[config.mk]
export PLATFORM = sky130hd
export DESIGN_NAME = l2_mem_port_arbiter
export DESIGN_NICKNAME = d
export VERILOG_FILES = /design/src/rtl/l2_mem_port_arbiter.sv
export SDC_FILE = /design/constraint.sdc
export NUM_CORES = 1
export LEC_CHECK = 0
export ABC_CLOCK_PERIOD_IN_PS = 3000
export CORE_AREA = 10 10 163 165
export CTS_BUF_LIST = sky130_fd_sc_hd__clkbuf_8
export DETAILED_ROUTE_END_ITERATION = 10
export DIE_AREA = 0 0 173 175
export DONT_BUFFER_PORTS = 1
export GPL_TIMING_DRIVEN = 1
export PLACE_DENSITY_LB_ADDON = 0.1
export REMOVE_ABC_BUFFERS = 1
export SYNTH_ARGS = -nofsm -noshare
export SYNTH_HDL_FRONTEND = slang
export SYNTH_SLANG_ARGS = --single-unit
[constraint.sdc]
create_clock -name clk_i -period 3 [get_ports clk_i]
set_clock_uncertainty 0.15 [all_clocks]
set_input_delay 0.45 -clock clk_i [delete_from_list [all_inputs] [get_ports clk_i]]
set_output_delay 0.45 -clock clk_i [all_outputs]
set_load 0.03 [all_outputs]
[src/rtl/l2_mem_port_arbiter.sv]
// Arbiter/sequencer for the shared main-memory port behind the L1 caches.
// Refills become four 32-bit read beats; stores become a single write cycle.
module l2_mem_port_arbiter #(
  parameter int ADDR_W = 19,
  parameter int RD_LAT = 1
) (
  input  logic              clk_i,
  input  logic              rst_i,
  input  logic              i_req_i,
  input  logic [ADDR_W-1:0] i_addr_i,
  input  logic              d_rd_req_i,
  input  logic [ADDR_W-1:0] d_rd_addr_i,
  input  logic              d_wr_req_i,
  input  logic [ADDR_W-1:0] d_wr_addr_i,
  input  logic [31:0]       d_wr_data_i,
  input  logic [3:0]        d_wr_strb_i,
  input  logic [31:0]       ram_data_i,
  output logic              ram_read_o,
  output logic [31:0]       ram_read_addr_o,
  output logic [31:0]       ram_write_addr_o,
  output logic [31:0]       ram_data_o,
  output logic [3:0]        wr_strb_o,
  output logic [127:0]      refill_data_o,
  output logic              i_done_o,
  output logic              d_rd_done_o,
  output logic              d_wr_done_o,
  output logic              busy_o
);

  typedef enum logic [2:0] {IDLE, RD_BURST, RD_DRAIN, WR, DONE} state_t;
  typedef enum logic [1:0] {GNT_I, GNT_DRD, GNT_DWR} gnt_t;

  state_t            state_reg, state_next;
  gnt_t              gnt_reg, gnt_next;
  logic              last_data_reg, last_data_next;
  logic [1:0]        issue_cnt_reg, issue_cnt_next;
  logic [1:0]        cap_cnt_reg, cap_cnt_next;
  logic [31:0]       rd_addr_reg, rd_addr_next;
  logic [31:0]       wr_addr_reg, wr_addr_next;
  logic [31:0]       wr_data_reg, wr_data_next;
  logic [3:0]        wr_strb_reg, wr_strb_next;
  logic [RD_LAT-1:0] rd_pipe_reg;
  logic [31:0]       word_reg [4];
  logic              capture;
  logic              data_req;
  logic              unused_addr_bits;

  assign data_req         = d_rd_req_i | d_wr_req_i;
  assign capture          = rd_pipe_reg[RD_LAT-1];
  assign unused_addr_bits = ^{i_addr_i[3:0], d_rd_addr_i[3:0], d_wr_addr_i[1:0]};

  always_comb begin
    state_next     = state_reg;
    gnt_next       = gnt_reg;
    last_data_next = last_data_reg;
    issue_cnt_next = issue_cnt_reg;
    cap_cnt_next   = capture ? cap_cnt_reg + 2'd1 : cap_cnt_reg;
    rd_addr_next   = rd_addr_reg;
    wr_addr_next   = wr_addr_reg;
    wr_data_next   = wr_data_reg;
    wr_strb_next   = wr_strb_reg;
    case (state_reg)
      IDLE: begin
        // INSTR wins a tie only when DATA was granted last.
        if (i_req_i && (!data_req || last_data_reg)) begin
          gnt_next       = GNT_I;
          last_data_next = 1'b0;
          rd_addr_next   = 32'({i_addr_i[ADDR_W-1:4], 4'b0000});
          issue_cnt_next = 2'd0;
          state_next     = RD_BURST;
        end else if (d_wr_req_i) begin
          gnt_next       = GNT_DWR;
          last_data_next = 1'b1;
          wr_addr_next   = 32'({d_wr_addr_i[ADDR_W-1:2], 2'b00});
          wr_data_next   = d_wr_data_i;
          wr_strb_next   = d_wr_strb_i;
          state_next     = WR;
        end else if (d_rd_req_i) begin
          gnt_next       = GNT_DRD;
          last_data_next = 1'b1;
          rd_addr_next   = 32'({d_rd_addr_i[ADDR_W-1:4], 4'b0000});
          issue_cnt_next = 2'd0;
          state_next     = RD_BURST;
        end
      end
      RD_BURST: begin
        issue_cnt_next = issue_cnt_reg + 2'd1;
        if (issue_cnt_reg == 2'd3) state_next = RD_DRAIN;
        else                       rd_addr_next = rd_addr_reg + 32'd4;
      end
      RD_DRAIN: if (capture && cap_cnt_reg == 2'd3) state_next = DONE;
      WR:       state_next = DONE;
      DONE:     state_next = IDLE;
      default:  state_next = IDLE;
    endcase
  end

  always_ff @(posedge clk_i) begin
    if (rst_i) begin
      state_reg     <= IDLE;
      gnt_reg       <= GNT_I;
      last_data_reg <= 1'b1;
      issue_cnt_reg <= 2'd0;
      cap_cnt_reg   <= 2'd0;
      rd_addr_reg   <= '0;
      wr_addr_reg   <= '0;
      wr_data_reg   <= '0;
      wr_strb_reg   <= '0;
      rd_pipe_reg   <= '0;
    end else begin
      state_reg     <= state_next;
      gnt_reg       <= gnt_next;
      last_data_reg <= last_data_next;
      issue_cnt_reg <= issue_cnt_next;
      cap_cnt_reg   <= cap_cnt_next;
      rd_addr_reg   <= rd_addr_next;
      wr_addr_reg   <= wr_addr_next;
      wr_data_reg   <= wr_data_next;
      wr_strb_reg   <= wr_strb_next;
      // Issue marker delayed by RD_LAT: marks the cycle each beat's data arrives.
      rd_pipe_reg   <= RD_LAT'({rd_pipe_reg, ram_read_o});
    end
  end

  for (genvar gi = 0; gi < 4; gi++) begin : g_word
    always_ff @(posedge clk_i) begin
      if (rst_i)                                    word_reg[gi] <= '0;
      else if (capture && cap_cnt_reg == 2'(gi))    word_reg[gi] <= ram_data_i;
    end
  end

  assign ram_read_o       = (state_reg == RD_BURST);
  assign ram_read_addr_o  = rd_addr_reg;
  assign ram_write_addr_o = wr_addr_reg;
  assign ram_data_o       = wr_data_reg;
  assign wr_strb_o        = (state_reg == WR) ? wr_strb_reg : 4'b0000;
  assign refill_data_o    = {word_reg[3], word_reg[2], word_reg[1], word_reg[0]};
  assign i_done_o         = (state_reg == DONE) && (gnt_reg == GNT_I);
  assign d_rd_done_o      = (state_reg == DONE) && (gnt_reg == GNT_DRD);
  assign d_wr_done_o      = (state_reg == DONE) && (gnt_reg == GNT_DWR);
  assign busy_o           = (state_reg != IDLE);

endmodule
==> flow_summary.yaml, run 1 <==
placed_design:
  hpwl_reported_at_the_end_of_detailed_placement_um: 18500
  place.gp.congestion: 0.845
  placed_area_mm2: 0.00958
  port_buffers: 0
clock_tree:
  post_cts_setup_buffer_count: 0
  clock_sinks: 222
  clk_latency_ns: 0.52
  cts_buffer_depth: 3
  tritoncts: "built"
  clk_root_buffer_cell: "sky130_fd_sc_hd__clkbuf_8"
  cts_made_buffers: 39
  clock_tree.htree_level_count: 2
  clk_transition_reported_paths_ns: 0.06
global_routing:
  via_count_of_the_first_global_routing_pass: 7090
  grt_first_pass_wirelength_um: 42200
  antenna_found_initial: 0
  grt_max_degree: 83
  overall_global_routing_usage_pct: 17.4
  grt-ovfl-total: 0
synth:
  synthesis.yosys.warnings: 0
  synth_top_area_share_pct: 42.0
  synth_sequential_area_ratio_pct: 62.5
  ys_async_sr_fraction_pct: 0
  synth.avg_cell_area_um2: 10.9
  yosys_register_bits: 222
  yosys-top-cells-count: "136 x sky130_fd_sc_hd__nand2_1, 133 x sky130_fd_sc_hd__and2_1, 128 x sky130_fd_sc_hd__edfxtp_1"
  ys_dominant_reg_cell: "sky130_fd_sc_hd__edfxtp_1"
  synth-edff-count: 128
  yosys.area.top_type: "sky130_fd_sc_hd__edfxtp_1"
  post_synth_instance_area_mm2: 0.00916
  most_numerous_cell_in_the_yosys_netlist: "sky130_fd_sc_hd__nand2_1"
  yosys.cell_types.count: 61
  synth.area.top_cells: "sky130_fd_sc_hd__edfxtp_1 42%, sky130_fd_sc_hd__dfxtp_1 21%, sky130_fd_sc_hd__and2_1 9.1%, sky130_fd_sc_hd__nand2_1 5.6%, sky130_fd_sc_hd__a21oi_1 4.6%"
  syn-instance-count: 840
hold_path:
  hold_path_class: "input port to flop"
die:
  initial_utilization_pct: 39.4
  io_pins: 363
  die_width_um: 173
  height_of_the_die_um: 175
  num_rows: 56
  fp.coreArea_mm2: 0.0233
  dieArea_mm2: 0.0303
route:
  drt_pass1_iterations: 5
  drt-initial-drc-count: 430
  dr_total_vias: 6740
  postRouteAntennaNets: 0
  drt-total-wl_um: 27800
  routed_wire_length_per_instance_um: 21.5
  drcViolationCount: 0
  avgViaCountPerCell: 5.20
worst_setup_path:
  worstPathArrival_ns: 2.57
  critical_path.startpoint_type: "flop"
  critical_path.endpoint_type: "flop"
  crit_type: "flop to flop"
  regToRegSetupSlack_ns: 0.67
  path_max_fanout: 28
  critPathRequiredTime_ns: 3.24
sta:
  layout_min_cycle_time_ns: 2.33
  timing_worst_slew_pin_value_ns: 0.749
  final-max-slew-violation-count: 0
  hold_violation_count_in_the_final_report: 0
  min_period_over_period_pct: 77.7
  relSlewSlack_pct: 49.9
  rsz0062_at_grt: "no"
  max_freq_ghz: 0.429
  fin_setup_tns_ns: 0
  setup-violations-final: 0
power_and_ir_drop:
  pwr_dens_mw_per_mm2: 661
  power.ir.vdd_worst_v: 0.000471
  totalPowerFinal_mw: 7.42
  leakagePower_nw: 4.18
cells_and_area:
  largest_reg_flops: 128
  final_util_pct: 48.2
  syn2layout_area_growth_pct: 22.5
  share_of_final_layout_standard_cells_stronger_than_drive_strength_1_pct: 11.3
  antenna-diode-count: 0
  finish.net_count: 1088
  fin_area_mm2: 0.0112
flow_run:
  timing.max_cap.violations: 0
status:
  status: "finished clean"
## power breakdown
group	internal, mW	total (mW)	switching, mW
Combinational	0.301	0.840	0.539
Sequential	3.42	3.87	0.441
Clock	1.51	2.71	1.20
Total	5.23	7.42	2.18
## area by class of cell
class | count | area [um2]
repair buffers | 118 | 1130
clock buffers | 44 | 606
multi-input cells | 556 | 3150
fillers | 2090 | 12000
inverters | 15 | 58.8
well taps | 319 | 399
flip-flops and latches | 222 | 5730
clock inverters | 21 | 145
## metrics by stage
step           setup WS, ns  instances  hold WS, ns
5_1_grt               0.510       1295       0.0604
3_5_place_dp          0.682       1143        0.301
4_1_cts               0.583       1295       0.0348
6_report              0.670       1295       0.0806
3_3_place_gp          0.729       1143        0.287
2_1_floorplan         0.333        793        0.276
## placed cells by master (no fill, tap or decap), drive strengths merged, types with 3 or more instances in the layout
| cell | instances |
|---|---|
| a31oi | 5 |
| inv | 22 |
| mux2i | 6 |
| a211oi | 8 |
| buf | 32 |
| edfxtp | 128 |
| or3 | 7 |
| o31ai | 6 |
| o21a | 5 |
| clkbuf | 44 |
| nand3 | 20 |
| clkinv | 11 |
| nor3 | 16 |
| a32o | 3 |
| and2 | 133 |
| mux2 | 6 |
| and3 | 5 |
| dfxtp | 94 |
| a21oi | 85 |
| o21ai | 17 |
| conb | 17 |
| nor2 | 26 |
| nand4 | 11 |
| ha | 6 |
| nand2 | 139 |
| o32ai | 4 |
| dlygate4sd3 | 86 |
## worst max-delay path: stages (launching register included)
cell	delay [ns]
sky130_fd_sc_hd__dfxtp_1	0.40
sky130_fd_sc_hd__nor3_1	0.48
sky130_fd_sc_hd__nand3_2	0.61
sky130_fd_sc_hd__buf_12	0.38
sky130_fd_sc_hd__nand2_1	0.09
sky130_fd_sc_hd__a21oi_1	0.08
## layer usage
metal,global-route usage (%),vias to the layer above,part of all wire (%)
li1,-,3124,-
met1,19.2,3218,39
met2,30.1,339,49
met3,7.22,59,10
met4,5.64,0,2.1
met5,0,-,0
## kinds of logic (layout without fill, tap and decap cells)
| group | Yosys count | in the layout | synth area share, % |
|---|---|---|---|
| buffers and inverters | 78 | 198 | 4.12 |
| adders and majority gates | 6 | 6 | 0.819 |
| other | 1 | 17 | 0.0409 |
| xor gates and xnor gates | 1 | 1 | 0.0956 |
| DFF | 222 | 222 | 62.5 |
| AOI/OAI and AO/OA | 152 | 152 | 9.93 |
| and+or+nand+nor | 368 | 368 | 21.1 |
| muxes | 12 | 12 | 1.39 |
## worst paths after layout
path	startpoint	to	cells after the start
worst min register to register	wr_strb_reg[1]	wr_strb_reg[1]	2
worst min-delay path	d_rd_req_i	gnt_reg[1]	3
worst max register to register	state_reg[1]	ram_write_addr_o[3]	5
worst max-delay path	state_reg[1]	ram_write_addr_o[3]	5
## repair_timing
action                                 CTS  global route
endpoints found under the hold margin  210             0
gates resized for setup                  0             0
hold buffers                            87             0
Note: power is estimated with default switching activity, not from simulation.
==> run 2: changes to the inputs <==
--- a/config.mk
+++ b/config.mk
@@ -5,7 +5,7 @@
 export SDC_FILE = /design/constraint.sdc
 export NUM_CORES = 1
 export LEC_CHECK = 0
-export ABC_CLOCK_PERIOD_IN_PS = 3000
+export ABC_CLOCK_PERIOD_IN_PS = 2200
 export CORE_AREA = 10 10 163 165
 export CTS_BUF_LIST = sky130_fd_sc_hd__clkbuf_8
 export DETAILED_ROUTE_END_ITERATION = 10
==> constraint.sdc (replaced) <==
create_clock -name clk_i -period 2.2 [get_ports clk_i]
set_clock_uncertainty 0.15 [all_clocks]
set_input_delay 0.33 -clock clk_i [delete_from_list [all_inputs] [get_ports clk_i]]
set_output_delay 0.33 -clock clk_i [all_outputs]
set_load 0.03 [all_outputs]
==> flow_summary.yaml, run 2 (synthesis results as in run 1) <==
status:
  status: "finished clean"
die:
  height_of_the_die_um: 175
  fp.coreArea_mm2: 0.0233
  die_width_um: 173
  num_rows: 56
  io_pins: 363
  dieArea_mm2: 0.0303
  initial_utilization_pct: 39.4
power_and_ir_drop:
  power.ir.vdd_worst_v: 0.000431
  pwr_dens_mw_per_mm2: 856
  totalPowerFinal_mw: 10.0
  leakagePower_nw: 4.45
worst_setup_path:
  crit_type: "flop to output port"
  critical_path.startpoint_type: "flop"
  critPathRequiredTime_ns: 1.72
  worstPathArrival_ns: 1.68
  path_max_fanout: 7
  critical_path.endpoint_type: "output port"
clock_tree:
  tritoncts: "built"
  clk_latency_ns: 0.52
  clock_tree.htree_level_count: 2
  cts_made_buffers: 38
  clock_sinks: 222
  cts_buffer_depth: 3
  clk_transition_reported_paths_ns: 0.06
  clk_root_buffer_cell: "sky130_fd_sc_hd__clkbuf_8"
route:
  drt_pass1_iterations: 5
  avgViaCountPerCell: 5.11
  drt-initial-drc-count: 335
  routed_wire_length_per_instance_um: 20.9
  postRouteAntennaNets: 0
  dr_total_vias: 6881
  drcViolationCount: 0
  drt-total-wl_um: 28100
global_routing:
  overall_global_routing_usage_pct: 18.0
  antenna_found_initial: 2
  grt_max_degree: 85
  via_count_of_the_first_global_routing_pass: 7354
  grt_first_pass_wirelength_um: 43300
  grt-ovfl-total: 0
flow_run:
  timing.max_cap.violations: 0
placed_design:
  place.gp.congestion: 0.836
  place_ws_ns: 0.174
  hpwl_reported_at_the_end_of_detailed_placement_um: 19000
  port_buffers: 0
  placed_area_mm2: 0.00989
  dp_cells: 1173
cells_and_area:
  most_common_cell_after_layout_fill_and_taps_aside: "sky130_fd_sc_hd__nand2_1"
  largest_reg_flops: 128
  finish.net_count: 1135
  final_util_pct: 50.4
  commonest_cells_after_routing_fill_and_taps_aside: "136 x sky130_fd_sc_hd__nand2_1, 129 x sky130_fd_sc_hd__and2_1, 128 x sky130_fd_sc_hd__edfxtp_1"
  fin_area_mm2: 0.0117
  syn2layout_area_growth_pct: 27.9
  share_of_final_layout_standard_cells_stronger_than_drive_strength_1_pct: 14.2
  fillerInstances: 2041
  final_cells: 1347
sta:
  max_freq_ghz: 0.464
  layout_min_cycle_time_ns: 2.16
  setup-violations-final: 0
  hold_violation_count_in_the_final_report: 0
  fin_setup_tns_ns: 0
  layout_setup_ws_ns: 0.0439
  holdWs_ns: 0.0313
  rsz0062_at_grt: "yes"
  min_period_over_period_pct: 98.0
  final-max-slew-violation-count: 0
hold_path:
  hold_path_class: "input port to flop"
[run 2: cell count changes in the layout (fill, tap and decap cells not counted), sizes merged]
cell         change
buf             +31
dlygate4sd3     +17
inv              +5
clkbuf           -2
diode            +2
bufinv           -1
clkinv           -1
clkinvlp         +1
[run 2: area by class of cell]
| cell class | count | area [um2] | share of cell area [%] |
|---|---|---|---|
| timing repair buffer | 166 | 1640 | 14.0 |
| clock inverter | 25 | 129 | 1.10 |
| tap | 319 | 399 | 3.41 |
| sequential | 222 | 5730 | 48.9 |
| multi-input combinational | 556 | 3180 | 27.2 |
| clock buffer | 42 | 578 | 4.93 |
| antenna | 2 | 5.00 | 0.0427 |
| inverter | 15 | 58.8 | 0.502 |
[run 2: worst max-delay path: stages (launching register included)]
cell                      delay (ns)
sky130_fd_sc_hd__dfxtp_1        0.34
sky130_fd_sc_hd__buf_4          0.18
sky130_fd_sc_hd__nor2_1         0.10
sky130_fd_sc_hd__nand2_1        0.15
sky130_fd_sc_hd__nor3b_2        0.22
sky130_fd_sc_hd__buf_4          0.19
[run 2: where the power goes]
group	switching, mW	internal [mW]	total (mW)
registers	0.555	4.67	5.22
clock network	1.61	1.86	3.48
logic	0.808	0.523	1.33
total	2.97	7.06	10.0
[run 2: path summary, 6_finish.rpt]
| check | startpoint | to | slack [ns] | cells after the start |
|---|---|---|---|---|
| min reg2reg | wr_strb_reg[2] | wr_strb_reg[2] | 0.31 | 2 |
| max reg2reg | state_reg[1] | gnt_reg[0] | 0.13 | 7 |
| min | d_rd_addr_i[14] | ram_read_addr_o[14] | 0.03 | 3 |
| max | state_reg[1] | d_wr_done_o | 0.04 | 5 |
[run 2: timing repair]
action	in CTS	in global routing
hold buffers	104	0
setup endpoints to repair	6	9
gates resized for setup	7	8
hold endpoints to repair	217	0
setup buffers	0	1
[run 2: metal layers]
| layer | share of wire (%) | GRT usage, % | wire [um] | up-vias |
|---|---|---|---|---|
| li1 | - | - | - | 3226 |
| met1 | 38 | 19.8 | 10800 | 3238 |
| met2 | 49 | 30.5 | 13800 | 359 |
| met3 | 10 | 7.72 | 2860 | 58 |
| met4 | 2.4 | 6.18 | 686 | 0 |
| met5 | 0 | 0 | 0 | - |
